===== src/rtl/if_fetch_unit_pkg.sv =====
// Shared fetch-stage types and defaults: PC/instruction widths, bubble encoding and the
// {pc,inst} entry carried through the prefetch buffer.
package if_fetch_unit_pkg;
  localparam int PC_W   = 32;
  localparam int INST_W = 32;

  localparam logic [PC_W-1:0]   DEF_RESET_PC = 32'h0000_0000;
  localparam int                DEF_PC_STEP  = 4;
  localparam logic [INST_W-1:0] DEF_NOP_INST = 32'hF000_0000;

  typedef struct packed {
    logic [PC_W-1:0]   pc;
    logic [INST_W-1:0] inst;
  } fetch_entry_t;

  localparam int ENTRY_W = $bits(fetch_entry_t);
endpackage


===== src/rtl/if_fetch_unit_if.sv =====
// Instruction-memory read port: valid/ready request channel plus an in-order,
// never back-pressured response channel.
interface if_fetch_unit_if;
  import if_fetch_unit_pkg::*;

  logic              imem_req_valid;
  logic              imem_req_ready;
  logic [PC_W-1:0]   imem_req_addr;
  logic              imem_rsp_valid;
  logic [INST_W-1:0] imem_rsp_data;

  modport master (
    output imem_req_valid, imem_req_addr,
    input  imem_req_ready, imem_rsp_valid, imem_rsp_data
  );

  modport slave (
    input  imem_req_valid, imem_req_addr,
    output imem_req_ready, imem_rsp_valid, imem_rsp_data
  );
endinterface


===== src/rtl/if_fetch_unit_fetch_buffer.sv =====
// Small circular FIFO of {pc,inst} entries feeding IF/ID; clear wins over push.
module if_fetch_unit_fetch_buffer
  import if_fetch_unit_pkg::*;
#(
  parameter int BUF_DEPTH = 2
) (
  input  logic                             clk,
  input  logic                             reset,
  input  logic                             clear,
  input  logic                             push,
  input  fetch_entry_t                     push_entry,
  input  logic                             pop,
  output fetch_entry_t                     head,
  output logic [$clog2(BUF_DEPTH):0]       count
);
  localparam int PTR_W = $clog2(BUF_DEPTH);
  localparam int CNT_W = PTR_W + 1;

  logic [ENTRY_W-1:0] mem [BUF_DEPTH];
  logic [PTR_W-1:0]   wr_ptr;
  logic [PTR_W-1:0]   rd_ptr;
  logic               push_ok;
  logic               pop_ok;

  assign push_ok = push && (count != CNT_W'(BUF_DEPTH));
  assign pop_ok  = pop && (count != '0);
  assign head    = fetch_entry_t'(mem[rd_ptr]);

  always_ff @(posedge clk) begin
    if (!reset || clear) begin
      wr_ptr <= '0;
      rd_ptr <= '0;
      count  <= '0;
    end else begin
      if (push_ok) wr_ptr <= wr_ptr + PTR_W'(1);
      if (pop_ok)  rd_ptr <= rd_ptr + PTR_W'(1);
      count <= count + CNT_W'(push_ok) - CNT_W'(pop_ok);
    end
  end

  // Storage carries no reset: validity is tracked entirely by count and the pointers.
  always_ff @(posedge clk) begin
    if (push_ok && !clear) mem[wr_ptr] <= push_entry;
  end
endmodule


===== src/rtl/if_fetch_unit.sv =====
// Instruction-fetch stage: sequential PC generation, capped request issue, in-order response
// capture with redirect squashing, and NOP bubbles when the prefetch buffer is empty.
module if_fetch_unit
  import if_fetch_unit_pkg::*;
#(
  parameter logic [PC_W-1:0]   RESET_PC  = DEF_RESET_PC,
  parameter int                PC_STEP   = DEF_PC_STEP,
  parameter int                BUF_DEPTH = 2,
  parameter logic [INST_W-1:0] NOP_INST  = DEF_NOP_INST
) (
  input  logic                 clk,
  input  logic                 reset,
  input  logic                 stall,
  input  logic                 redirect,
  input  logic [PC_W-1:0]      redirect_pc,
  if_fetch_unit_if.master      imem,
  output logic [INST_W-1:0]    IF_inst,
  output logic [PC_W-1:0]      IF_pc
);
  localparam int CNT_W = $clog2(BUF_DEPTH) + 1;
  localparam logic [PC_W-1:0] STEP = PC_W'(PC_STEP);

  logic [PC_W-1:0]  fetch_pc;
  logic [PC_W-1:0]  rsp_pc;
  logic [CNT_W-1:0] outstanding;
  logic [CNT_W-1:0] discard;
  logic [CNT_W-1:0] occ;
  logic [CNT_W:0]   committed;
  logic             room;
  logic             req_hs;
  logic             rsp_keep;
  logic             rsp_drop;
  logic             buf_pop;
  fetch_entry_t     push_entry;
  fetch_entry_t     head;

  // Credit check uses registered counts only; a same-cycle pop does not free a slot.
  assign committed = {1'b0, occ} + {1'b0, outstanding};
  assign room      = committed < (CNT_W + 1)'(BUF_DEPTH);

  assign imem.imem_req_valid = reset && !redirect && room;
  assign imem.imem_req_addr  = fetch_pc;
  assign req_hs              = imem.imem_req_valid && imem.imem_req_ready;

  assign rsp_drop = imem.imem_rsp_valid && (discard != '0);
  assign rsp_keep = imem.imem_rsp_valid && (discard == '0);
  assign buf_pop  = !stall && (occ != '0);

  assign push_entry.pc   = rsp_pc;
  assign push_entry.inst = imem.imem_rsp_data;

  always_ff @(posedge clk) begin
    if (!reset) begin
      fetch_pc    <= RESET_PC;
      rsp_pc      <= RESET_PC;
      outstanding <= '0;
      discard     <= '0;
    end else begin
      outstanding <= outstanding + CNT_W'(req_hs) - CNT_W'(imem.imem_rsp_valid);
      if (redirect) begin
        // Everything still in flight after this edge belongs to the old path.
        fetch_pc <= redirect_pc;
        rsp_pc   <= redirect_pc;
        discard  <= outstanding - CNT_W'(imem.imem_rsp_valid);
      end else begin
        if (req_hs)   fetch_pc <= fetch_pc + STEP;
        if (rsp_keep) rsp_pc   <= rsp_pc + STEP;
        discard <= discard - CNT_W'(rsp_drop);
      end
    end
  end

  if_fetch_unit_fetch_buffer #(
    .BUF_DEPTH (BUF_DEPTH)
  ) u_buf (
    .clk        (clk),
    .reset      (reset),
    .clear      (redirect),
    .push       (rsp_keep),
    .push_entry (push_entry),
    .pop        (buf_pop),
    .head       (head),
    .count      (occ)
  );

  assign IF_inst = (occ == '0) ? NOP_INST : head.inst;
  assign IF_pc   = (occ == '0) ? '0       : head.pc;

  cap_invariant: assert property (@(posedge clk) disable iff (!reset)
    committed <= (CNT_W + 1)'(BUF_DEPTH));
endmodule

===== src/flat_wrapper.sv =====
// flat-port wrapper written by rule: the top's interface ports become plain ports
module if_fetch_unit_flat import if_fetch_unit_pkg::*;
#(
  parameter logic [PC_W-1:0]   RESET_PC  = DEF_RESET_PC,
  parameter int                PC_STEP   = DEF_PC_STEP,
  parameter int                BUF_DEPTH = 2,
  parameter logic [INST_W-1:0] NOP_INST  = DEF_NOP_INST
)
  (clk, reset, stall, redirect, redirect_pc, IF_inst, IF_pc, imem_imem_req_valid, imem_imem_req_addr, imem_imem_req_ready, imem_imem_rsp_valid, imem_imem_rsp_data);
  if_fetch_unit_if imem_i ();
  input  logic clk;
  input  logic reset;
  input  logic stall;
  input  logic redirect;
  input  logic [PC_W-1:0] redirect_pc;
  output logic [INST_W-1:0] IF_inst;
  output logic [PC_W-1:0] IF_pc;
  output wire logic [$bits(imem_i.imem_req_valid)-1:0] imem_imem_req_valid;
  output wire logic [$bits(imem_i.imem_req_addr)-1:0] imem_imem_req_addr;
  input wire logic [$bits(imem_i.imem_req_ready)-1:0] imem_imem_req_ready;
  input wire logic [$bits(imem_i.imem_rsp_valid)-1:0] imem_imem_rsp_valid;
  input wire logic [$bits(imem_i.imem_rsp_data)-1:0] imem_imem_rsp_data;
  assign imem_imem_req_valid = imem_i.imem_req_valid;
  assign imem_imem_req_addr = imem_i.imem_req_addr;
  assign imem_i.imem_req_ready = imem_imem_req_ready;
  assign imem_i.imem_rsp_valid = imem_imem_rsp_valid;
  assign imem_i.imem_rsp_data = imem_imem_rsp_data;
  if_fetch_unit #(.RESET_PC(RESET_PC), .PC_STEP(PC_STEP), .BUF_DEPTH(BUF_DEPTH), .NOP_INST(NOP_INST)) u_core (.clk(clk), .reset(reset), .stall(stall), .redirect(redirect), .redirect_pc(redirect_pc), .imem(imem_i), .IF_inst(IF_inst), .IF_pc(IF_pc));
endmodule

===== config.mk =====
export PLATFORM = sky130hd
export DESIGN_NAME = if_fetch_unit_flat
export DESIGN_NICKNAME = d
export VERILOG_FILES = /design/src/rtl/if_fetch_unit_pkg.sv /design/src/rtl/if_fetch_unit_if.sv /design/src/rtl/if_fetch_unit_fetch_buffer.sv /design/src/rtl/if_fetch_unit.sv /design/src/flat_wrapper.sv
export SDC_FILE = /design/constraint.sdc
export NUM_CORES = 1
export LEC_CHECK = 0
export ABC_AREA = 1
export CORE_MARGIN = 1.5
export CORE_UTILIZATION = 40
export CTS_CLUSTER_DIAMETER = 40
export DETAILED_ROUTE_END_ITERATION = 16
export GPL_ROUTABILITY_DRIVEN = 0
export PLACE_DENSITY = 0.65
export SYNTH_ARGS = -nofsm -noshare
export SYNTH_HDL_FRONTEND = slang
export SYNTH_SLANG_ARGS = --single-unit
export TNS_END_PERCENT = 5

===== constraint.sdc =====
create_clock -name clk -period 7.5 [get_ports clk]
set_input_delay 1.5 -clock clk [delete_from_list [all_inputs] [get_ports clk]]
set_output_delay 1.5 -clock clk [all_outputs]
set_load 0.02 [all_outputs]

; ---- After elaboration in Yosys (flattened, before gate mapping)
; Memories as Yosys holds them, arrays and structs flattened. A register that Yosys moved wholly into a read port is not among the register bits.
; Index checks and enable logic that the tools add are counted.
[classes]
addsub = 11
order_cmp = 1
eq_ne = 1
muxes = 11
n_reduce_logical = 19
[op_table]
columns = operator, n
row1 = 2-to-1 mux 32 bit, 6
row2 = adder 32 x 3 -> 32 bit (second input constant), 2
row3 = logical AND 1 bit, 9
row4 = nonzero test 2 bit, 4
row5 = subtractor 2 x 1 -> 2 bit, 4
row6 = adder 2 x 1 -> 2 bit, 2
row7 = logical NOT 2 bit, 2
row8 = 2-to-1 mux 1 bit, 4
row9 = adder 2 x 2 -> 3 bit, 1
row10 = logical NOT 1 bit, 3
row11 = less-than comparator 3 x 2 -> 1 bit (second input constant), 1
row12 = adder 1 bit (second input constant), 2
row13 = 2-to-1 mux 2 bit, 1
row14 = != test 2 bit (second input constant), 1
row15 = logical OR 1 bit, 1
[word_totals]
reg_bits = 72
ram_bits = 128
inputBits = 70
elab_cells = 51
memories = 1
[mem_list]
columns = memory, depth, word_bits, read_ports, rd_clocked_by_memory_dff, write_ports, line_no
row1 = u_core.u_buf.mem, 2, 64, 1, 1, 1, if_fetch_unit_fetch_buffer.sv:19  ; logic [ENTRY_W-1:0] mem [BUF_DEPTH];

; ---- Depth between registers and ports, before layout
; Gate-level depths: netlist of the first run.
[logic_depth]
depth_word = 6
depth_mapped = 11
ltp_nobuf = 10

; ---- By module
; Synthesis of the first run repeated with hierarchy kept, for this count alone.
[hier_totals]
hier_cells = 1131
hier_area_um2 = 10287.4
[by_module_without_submodules]
columns = module, instances, cells_each, area_per_inst_um2, seq_area_each_um2
row1 = if_fetch_unit_fetch_buffer, 1, 237, 5173.7, 3943.8
row2 = if_fetch_unit, 1, 894, 5113.7, 1361.3

; ---- Worst setup path before layout of the first run
; OpenSTA, ideal clock, no wires.
[synth_timing]
path_kind = input-to-reg
start = in imem_imem_rsp_valid
end = mem u_core.u_buf.mem[1][0] (netlist bit) (enable)
setup_time_ps = 565
arrival_time_ps = 6366
required_ps = 6935
path_slack_ps = 570
cell_stages = 5
cell_sequence = nand2_1 > clkbuf_1 > a21oi_1 > inv_1 > nor3_1
[synth_via]
elab_chain_cells = 5
[synth_rtl]
columns = item, line_no
row1 = "start, declared", flat_wrapper.sv:21  ; input wire logic [$bits(imem_i.imem_rsp_valid)-1:0] imem_imem_rsp_valid;
row2 = logical AND 1 bit, if_fetch_unit.sv:46  ; assign rsp_keep = imem.imem_rsp_valid && (discard == '0);
row3 = logical AND 1 bit, if_fetch_unit_fetch_buffer.sv:25  ; assign push_ok = push && (count != CNT_W'(BUF_DEPTH));
row4 = logical AND 1 bit, if_fetch_unit_fetch_buffer.sv:43  ; if (push_ok && !clear) mem[wr_ptr] <= push_entry;
row5 = 2-to-1 mux 1 bit, if_fetch_unit_fetch_buffer.sv:43
row6 = 2-to-1 mux 1 bit (not written as such), if_fetch_unit_fetch_buffer.sv:43
row7 = "end, declared", if_fetch_unit_fetch_buffer.sv:19
; Every way passes these cells.

; ---- Final worst setup path of the first run
[layout_timing]
start = in redirect
end = out imem_imem_req_valid
[layout_via]
elab_chain_cells = 3
[layout_rtl]
columns = item, line_no
row1 = "start, declared", flat_wrapper.sv:14  ; input logic redirect;
row2 = logical NOT 1 bit, if_fetch_unit.sv:41  ; assign imem.imem_req_valid = reset && !redirect && room;
row3 = logical AND 1 bit (2 in a row), if_fetch_unit.sv:41
row4 = "end, declared", flat_wrapper.sv:18  ; output wire logic [$bits(imem_i.imem_req_valid)-1:0] imem_imem_req_valid;
; Every way passes these cells.

==> results of run 1 <==
==> where the power goes <==
group / leakage (µW) / switching [µW] / internal [µW] / total (µW)
combinational: 0.00228 / 237 / 163 / 399
sequential: 0.00179 / 52.3 / 1250 / 1300
clock: 0.000445 / 517 / 748 / 1260
==> per-stage QoR <==
stage / hold WS [ns] / area [µm²] / std cells / power [µW] / utilization
after global routing: 0.478 / 12300 / 1627 / 3080 / 0.528
after CTS: 0.451 / 12300 / 1627 / 2990 / 0.528
after floorplan: 0.426 / 9470 / 1125 / 1530 / -
after global placement: 0.432 / 11400 / 1575 / 1710 / 0.489
final: 0.451 / 12300 / 1627 / 2960 / 0.528
after detailed placement: 0.440 / 11400 / 1575 / 1720 / 0.489
==> cell usage in the layout (no fill, tap or decap), drive strengths merged, types with 5 or more instances in the layout <==
| master | synthesis | routed |
|---|---|---|
| clkbuf | 28 | 32 |
| o22ai | 10 | 10 |
| o21ai | 48 | 48 |
| nand3 | 86 | 86 |
| a21oi | 125 | 125 |
| nor2 | 102 | 102 |
| xor2 | 5 | 5 |
| clkdlybuf4s50 | 0 | 165 |
| ha | 7 | 7 |
| nor3 | 5 | 5 |
| clkinv | 2 | 9 |
| buf | 14 | 8 |
| edfxtp | 128 | 128 |
| nand4 | 5 | 5 |
| dfxtp | 73 | 73 |
| inv | 100 | 110 |
| nand2 | 361 | 361 |
==> layer usage <==
| metal | wire (µm) | track usage | vias up |
|---|---|---|---|
| met1 | 11700 | 0.276 | 3755 |
| met5 | 0 | 0 | - |
| met2 | 10800 | 0.318 | 301 |
| li1 | - | - | 4078 |
| met3 | 1820 | 0.0368 | 53 |
| met4 | 626 | 0.0712 | 0 |
==> cells in the mapped netlist, drive strengths merged, types with 2 or more instances <==
master  instances
xnor2           3
o22ai          10
nor3            5
buf            14
a31oi           4
dfxtp          73
nor2          102
ha              7
nand4           5
a21oi         125
nand3          86
o21ai          48
clkinv          2
inv           100
clkbuf         28
xor2            5
nand3b          3
nand2         361
or2             4
edfxtp        128
o211ai          4
nor4            2
==> layout make-up <==
cell class,count,share of cell area
clock inverters,20,0.0149
inverters,102,0.0311
multi-input cells,780,0.293
flip-flops and latches,201,0.431
well taps,319,0.0324
clock buffers,32,0.0589
repair buffers,173,0.139
==> worst max-delay path, cell delays in order <==
cell and delay, ns:
sky130_fd_sc_hd__buf_2 0.09, sky130_fd_sc_hd__buf_4 0.28, sky130_fd_sc_hd__inv_2 0.58, sky130_fd_sc_hd__nand2_4 0.17, sky130_fd_sc_hd__nor3_4 0.20, sky130_fd_sc_hd__clkdlybuf4s50_1 0.63
==> kinds of logic (layout without fill, tap and decap cells) <==
family / Yosys count / count (layout) / share of synthesized area
adder cells (fa/ha/maj): 8 / 8 / 0.0114
buffers and inverters: 144 / 327 / 0.0605
XOR/XNOR: 8 / 8 / 0.00740
AND/OR/NAND/NOR: 570 / 570 / 0.254
AO/OA/AOI/OAI: 194 / 194 / 0.106
flip-flops: 201 / 201 / 0.560
==> worst min-delay path by stage <==
stage / start / end / cells after the start
2_1_floorplan: u_core.rsp_pc[0]$_SDFFE_PN0P_ / u_core.u_buf.mem[0][32]$_DFFE_PP_ / 0
3_3_place_gp: u_core.u_buf.rd_ptr$_SDFFE_PP0P_ / flip-flop / 1
3_5_place_dp: u_core.u_buf.rd_ptr$_SDFFE_PP0P_ / flip-flop / 1
4_1_cts: u_core.u_buf.rd_ptr$_SDFFE_PP0P_ / flip-flop / 1
5_1_grt: u_core.rsp_pc[1]$_SDFFE_PN0P_ / u_core.u_buf.mem[1][33]$_DFFE_PP_ / 0
6_report: u_core.u_buf.rd_ptr$_SDFFE_PP0P_ / flip-flop / 1
==> state kept, by name, indices dropped and copies added, names as in the netlist, named ones only <==
signal	flops
u_core.rsp_pc	32
u_core.u_buf.mem	128
u_core.u_buf.rd_ptr	1
u_core.u_buf.count	2
u_core.outstanding	2
u_core.discard	2
u_core.imem.imem_req_addr	32
u_core.u_buf.wr_ptr	1
==> out/results.ini, run 1 <==
[floorplanning]
io_pins = 167
std_cell_rows = 56
die_area_um2 = 24600
fp.dieW_um = 157
floorplan.initialDensity = 0.406
die_h_um = 157
core_region_area_um2 = 23300

[synthesis]
count_of_cell_types_in_the_netlist = 39
synth_enable_flop_cells = 128
netlist_top_cells_area = sky130_fd_sc_hd__edfxtp_1 (41%), sky130_fd_sc_hd__dfxtp_1 (15%), sky130_fd_sc_hd__nand2_1 (14%)
yosysTopAreaCell = sky130_fd_sc_hd__edfxtp_1
synth_seq_area_share = 0.560
ys_seq_elements = 201
total_of_warnings_raised_by_yosys = 0
synthesis.area_per_instance_um2 = 8.41
synth_nets = 1203
cell_area_after_technology_mapping_um2 = 9470
synth_top_area_frac = 0.406
syn-instance-count = 1125
dominantRegCellSynth = sky130_fd_sc_hd__edfxtp_1
async_reset_ff_frac = 0

[timing]
final.setup_skew_ns = 0.00784
setup_viol_count_final = 0
rsz_0062_raised_after_global_routing = false
timing_max_transition_violations_final = 0
slew_headroom = 0.249
fin_crit_sh = 0.665
highest_achievable_clock_rate_ghz = 0.200
setup_slack_ns = 2.51
final_hold_viol_count = 0
timing.final.crit_period_ns = 4.99
tightestPinTransition_ns = 1.12
fin_setup_tns_ns = 0

[drt]
detailroute.via_count = 8187
drt-initial-drc-count = 553
detail_route.first_pass.iterations = 5
drt_total_wl_mm = 25.0
vias_per_cell = 5.03
post_drt_wl_per_cell_um = 15.4
detail_route.drc_violations = 0
final_antenna_net_count = 0

[worst_setup_path]
register_to_register_setup_slack_ns = 4.74
worst_setup_path_startpoint = redirect
worst_setup_path_start_kind = input pin
worst_setup_path_endpoint = imem_imem_req_valid
timing.setup.critical_path_class = input pin to primary output
cp.required_ns = 6.00
r2r_end = u_core.u_buf.mem[0][5]$_DFFE_PP_
cp.arrival_ns = 3.49
regToRegStartpoint = u_core.discard[0]$_SDFF_PN0_
timing.critical_path.fanout_max = 49
cp-end-kind = primary output
worstRegToRegCells = 6

[layout]
fill_cells = 2129
multiInputGateArea_um2 = 3610
seq_area_um2 = 5310
num-nets-final = 1364
flow.area_growth_from_synthesis_pct = 30.1
post_route_cells_drive_above_1_share = 0.0688
insertedDiodeCount = 0

[clocking]
cts_resized = 0
cts_root_buf = sky130_fd_sc_hd__clkbuf_16
htree_num_levels = 1
worstSkewPairLatency_ns = 0.53
clk_transition_reported_paths_ns = 0.06
postCtsSetupBuffers = 0
clock_path_buffers = 3
cts_sinks = 201
cts_inserted_buffers = 28
tritoncts = done
hold_buffers = 0

[placement]
numPortBuffers = 166
place_ws_ns = 2.50
dpl.hpwl_mm = 16.6

[grt]
wire_length_of_the_first_global_routing_pass_mm = 39.3
grt_pass1_vias = 7700
maximum_number_of_pins_on_one_net_before_global_route_repair = 66
grt_antenna_before_repair = 0
grt.total_usage = 0.201
globalRouteOverflowTotal = 0

[pwr]
power.density_nw_per_um2 = 241
p_leak_uw = 0.00452
ir_drop_v = 0.000165

[job]
maxCapViolCount = 0

[run_status]
run_status = completed

[hold_path]
min-delay-path-class = flip-flop to flip-flop

(Power assumes the default switching activity.)
==> inputs of run 2 (changes only) <==
clock period = 4.65 ns   (was 7.5 ns; I/O delays follow)
==> run 2 against run 1 <==
Net effect:
- hold slack lost 0.0029 ns
- flip-flop and latch count unchanged
- sequential power up 61%
==> out/results.ini, run 2 (synthesized netlist as in run 1, its figures left out) <==
[pwr]
power.combinational.fraction = 0.124
clkPwrFrac = 0.480
total_switching_power_uw = 1320
sw_frac_of_total = 0.250
ir_drop_v = 0.000253
p_leak_uw = 0.00465
seq_power_share = 0.397
intPower_uw = 3960
power.density_nw_per_um2 = 419

[worst_setup_path]
worst_setup_path_start_kind = flip-flop
cp.required_ns = 3.72
timing.critical_path.fanout_max = 33
timing.setup.critical_path_class = flip-flop to primary output
cp-end-kind = primary output
cp.arrival_ns = 2.68

[clocking]
clk_transition_reported_paths_ns = 0.05
worstSkewPairLatency_ns = 0.53
cts_inserted_buffers = 31
cts_root_buf = sky130_fd_sc_hd__clkbuf_16
postCtsSetupBuffers = 0
cts_sinks = 201
hold_buffers = 0
htree_num_levels = 1
cts_resized = 0
clock_path_buffers = 3
tritoncts = done

[grt]
maximum_number_of_pins_on_one_net_before_global_route_repair = 65
grt_antenna_before_repair = 0
grt_pass1_vias = 7580
globalRouteOverflowTotal = 0
wire_length_of_the_first_global_routing_pass_mm = 39.7
grt.total_usage = 0.205

[timing]
rsz_0062_raised_after_global_routing = false
highest_achievable_clock_rate_ghz = 0.277
final_hold_viol_count = 0
fin_crit_sh = 0.776
fin_setup_tns_ns = 0
setup_viol_count_final = 0
timing.final.crit_period_ns = 3.61
hold_slack_ns = 0.449
slew_headroom = 0.371
tightestPinTransition_ns = 0.938
final.setup_skew_ns = 0.0107
timing_max_transition_violations_final = 0

[hold_path]
min-delay-path-class = flip-flop to flip-flop

[job]
maxCapViolCount = 0

[floorplanning]
io_pins = 167
fp.dieW_um = 157
die_h_um = 157
die_area_um2 = 24600
std_cell_rows = 56
floorplan.initialDensity = 0.406
core_region_area_um2 = 23300

[drt]
post_drt_wl_per_cell_um = 15.7
final_antenna_net_count = 0
detail_route.first_pass.iterations = 7
drt-initial-drc-count = 509
drt_total_wl_mm = 25.6
detail_route.drc_violations = 0
vias_per_cell = 5.04
detailroute.via_count = 8232

[layout]
mostFrequentLayoutCell = sky130_fd_sc_hd__nand2_1
largest_register = u_core.u_buf.mem
finish.instance_area_um2 = 12600
post_route_cells_drive_above_1_share = 0.0745
largest_register_ff_count = 128
flow.area_growth_from_synthesis_pct = 33.1
commonest_non_fill_non_tap_cells_in_the_layout = sky130_fd_sc_hd__nand2_1 (356), sky130_fd_sc_hd__clkdlybuf4s50_1 (165), sky130_fd_sc_hd__edfxtp_1 (128)
insertedDiodeCount = 0
num-nets-final = 1369

[placement]
postPlaceCellArea_um2 = 11500
dpl.hpwl_mm = 17.1
numPortBuffers = 166

[run_status]
run_status = completed

run 2: path summary, 6_finish.rpt:
check | startpoint | to | slack, ns | cells after the start
worst max-delay path | flip-flop | IF_inst[11] | 1.04 | 5
worst max register to register | u_core.u_buf.count[1]$_SDFF_PP0_ | u_core.u_buf.count[1]$_SDFF_PP0_ | 2.27 | 8
worst min-delay path | u_core.u_buf.rd_ptr$_SDFFE_PP0P_ | flip-flop | 0.45 | 1
worst min register to register | u_core.u_buf.rd_ptr$_SDFFE_PP0P_ | flip-flop | 0.45 | 1
run 2: cell type report:
class / instances / area (µm²)
flip-flops and latches: 201 / 5310
clock inverters: 23 / 358
fillers: 2092 / 10700
inverters: 102 / 383
clock buffers: 34 / 787
repair buffers: 175 / 1750
well taps: 319 / 399
multi-input cells: 780 / 3610
run 2: routing by layer:
| layer | part of all wire | up-vias | wire (µm) | track usage |
|---|---|---|---|---|
| met4 | 0.016 | 0 | 403 | 0.0517 |
| met3 | 0.075 | 32 | 1930 | 0.0393 |
| met5 | 0 | - | 0 | 0 |
| met1 | 0.45 | 3821 | 11600 | 0.283 |
| li1 | - | 4090 | - | - |
| met2 | 0.45 | 289 | 11600 | 0.329 |
run 2: power groups by stage:
stage	registers, µW	logic [µW]	clock network (µW)
finish	2090	653	2530
global route	2110	717	2650
CTS	2090	660	2570
detailed placement	2130	656	0
global placement	2130	646	0
floorplan	2130	339	0
run 2: critical path: stages, from the launching register on:
cell and delay, ns:
sky130_fd_sc_hd__dfxtp_2 0.32, sky130_fd_sc_hd__inv_2 0.44, sky130_fd_sc_hd__buf_4 0.45, sky130_fd_sc_hd__nand2_1 0.09, sky130_fd_sc_hd__a21oi_1 0.19, sky130_fd_sc_hd__clkdlybuf4s50_1 0.64
run 2: stage by stage:
| step | utilization | worst slack, ns | total power (µW) | std cells |
|---|---|---|---|---|
| 2_1_floorplan | - | 0.0377 | 2470 | 1125 |
| 3_3_place_gp | 0.491 | 1.36 | 2770 | 1577 |
| 3_5_place_dp | 0.491 | 1.32 | 2790 | 1577 |
| 4_1_cts | 0.540 | 1.00 | 5320 | 1634 |
| 5_1_grt | 0.540 | 0.836 | 5480 | 1634 |
| 6_report | 0.540 | 1.04 | 5280 | 1634 |
==> inputs of run 3 (changes only) <==
clock period = 3.8 ns   (was 4.65 ns; I/O delays follow)
==> run 3 against run 2 <==
Net effect:
- non-clock buffer count rose by 6
- final area is 0.56% lower
- flip-flop and latch count is the same
- clock power up 8%
- hold slack gained 0.0019 ns
- utilization shrank 0.30 points
- setup slack lost 0.42 ns
- count of clock-buffer cells in the layout increased by 5
- final cell count is 0.37% higher
- sequential share of layout area is 0.24 points higher
- combinational power increased by 24%
- largest cell class unchanged
==> out/results.ini, run 3 (synthesized netlist as in run 1, its figures left out) <==
[run_status]
run_status = completed

[layout]
largest_register_ff_count = 128
commonest_non_fill_non_tap_cells_in_the_layout = sky130_fd_sc_hd__nand2_1 (356), sky130_fd_sc_hd__clkdlybuf4s50_1 (165), sky130_fd_sc_hd__edfxtp_1 (128)
mostFrequentLayoutCell = sky130_fd_sc_hd__nand2_1
fill_cells = 2119
num-nets-final = 1375
post_route_cells_drive_above_1_share = 0.0772
final_util = 0.537
multiInputGateArea_um2 = 3610
largest_register = u_core.u_buf.mem
insertedDiodeCount = 0
flow.area_growth_from_synthesis_pct = 32.3
seq_area_um2 = 5310

[placement]
numPortBuffers = 166
dpl.hpwl_mm = 17.2

[worst_setup_path]
regToRegStartpoint = u_core.u_buf.count[0]$_SDFF_PP0_
worst_setup_path_startpoint = u_core.u_buf.count[0]$_SDFF_PP0_
timing.critical_path.fanout_max = 4
worst_path_max_delay_cell = sky130_fd_sc_hd__clkdlybuf4s50_1
crit_chain = nand2_1 > inv_1 > fa_1 > nor3_4 > clkdlybuf4s50_1
timing.setup.critical_path_class = flip-flop to primary output
register_to_register_setup_slack_ns = 1.58
cp.required_ns = 3.04
cpPeakStageDelay_ns = 0.64
cp.arrival_ns = 2.42
worst_setup_path_start_kind = flip-flop
cp-end-kind = primary output

[timing]
timing_max_transition_violations_final = 0
highest_achievable_clock_rate_ghz = 0.315
tightestPinTransition_ns = 0.635
slew_headroom = 0.574
setup_viol_count_final = 0
fin_setup_tns_ns = 0
rsz_0062_raised_after_global_routing = false
final.setup_skew_ns = 0.0226
fin_crit_sh = 0.836
final_hold_viol_count = 0
timing.final.crit_period_ns = 3.18

[clocking]
tritoncts = done
worstSkewPairLatency_ns = 0.56
hold_buffers = 0
cts_inserted_buffers = 31
cts_sinks = 201
clock_path_buffers = 3
clk_transition_reported_paths_ns = 0.06
htree_num_levels = 1
cts_root_buf = sky130_fd_sc_hd__clkbuf_16
postCtsSetupBuffers = 0
cts_resized = 0

[floorplanning]
fp.dieW_um = 157
floorplan.initialDensity = 0.406
die_area_um2 = 24600
die_h_um = 157
core_region_area_um2 = 23300
io_pins = 167
std_cell_rows = 56

[grt]
grt_pass1_vias = 7817
grt_antenna_before_repair = 0
globalRouteOverflowTotal = 0
maximum_number_of_pins_on_one_net_before_global_route_repair = 65
wire_length_of_the_first_global_routing_pass_mm = 40.0
grt.total_usage = 0.206

[pwr]
p_leak_uw = 0.00462
power.density_nw_per_um2 = 487
ir_drop_v = 0.000376

[hold_path]
min-delay-path-class = flip-flop to flip-flop
hold_start = u_core.u_buf.rd_ptr$_SDFFE_PP0P_

[drt]
drt-initial-drc-count = 415
vias_per_cell = 4.97
drt_total_wl_mm = 25.5
detail_route.first_pass.iterations = 5
detailroute.via_count = 8156
detail_route.drc_violations = 0
post_drt_wl_per_cell_um = 15.5
final_antenna_net_count = 0

[job]
maxCapViolCount = 0

[run 3: layout make-up]
cell class | count | share of cell area
Clock inverter | 18 | 0.0145
Tap cell | 319 | 0.0319
Timing Repair Buffer | 181 | 0.144
Inverter | 102 | 0.0306
Multi-Input combinational cell | 780 | 0.289
Clock buffer | 39 | 0.0667
Sequential cell | 201 | 0.424
[run 3: per-stage QoR]
step | setup slack [ns] | hold slack, ns | total power [µW] | instance area, µm² | cells
finish | 0.624 | 0.450 | 6100 | 12500 | 1640
CTS | 0.599 | 0.456 | 6160 | 12500 | 1640
global route | 0.532 | 0.466 | 6340 | 12500 | 1640
detailed placement | 0.839 | 0.443 | 3420 | 11500 | 1583
floorplan | 0.427 | 0.426 | 3020 | 9480 | 1125
global placement | 0.845 | 0.436 | 3400 | 11500 | 1583
[run 3: critical path: cells and delay by family (launching register included)]
family        cells  cell delay (ns)
fa+ha+maj         1             0.45
flops             1             0.41
buf+inv           2             0.71
simple gates      2             0.32
[run 3: final timing paths]
kind / to / depth (start not counted)
worst max-delay path: imem_imem_req_valid / 5
worst min-delay path: u_core.u_buf.rd_ptr$_SDFFE_PP0P_ / 1
worst max register to register: u_core.outstanding[1]$_SDFF_PN0_ / 9
worst min register to register: u_core.u_buf.rd_ptr$_SDFFE_PP0P_ / 1
[run 3: per-layer routing]
| metal | up-vias | share of wire | GRT usage |
|---|---|---|---|
| met5 | - | 0 | 0 |
| met4 | 0 | 0.025 | 0.0635 |
| met3 | 48 | 0.065 | 0.0352 |
| met2 | 271 | 0.44 | 0.335 |
| met1 | 3744 | 0.47 | 0.282 |
| li1 | 4093 | - | - |
[run 3: report_power, final]
part	switching [µW]	total (µW)	internal, µW
logic	472	810	338
registers	102	2560	2460
clock network	1020	2730	1700
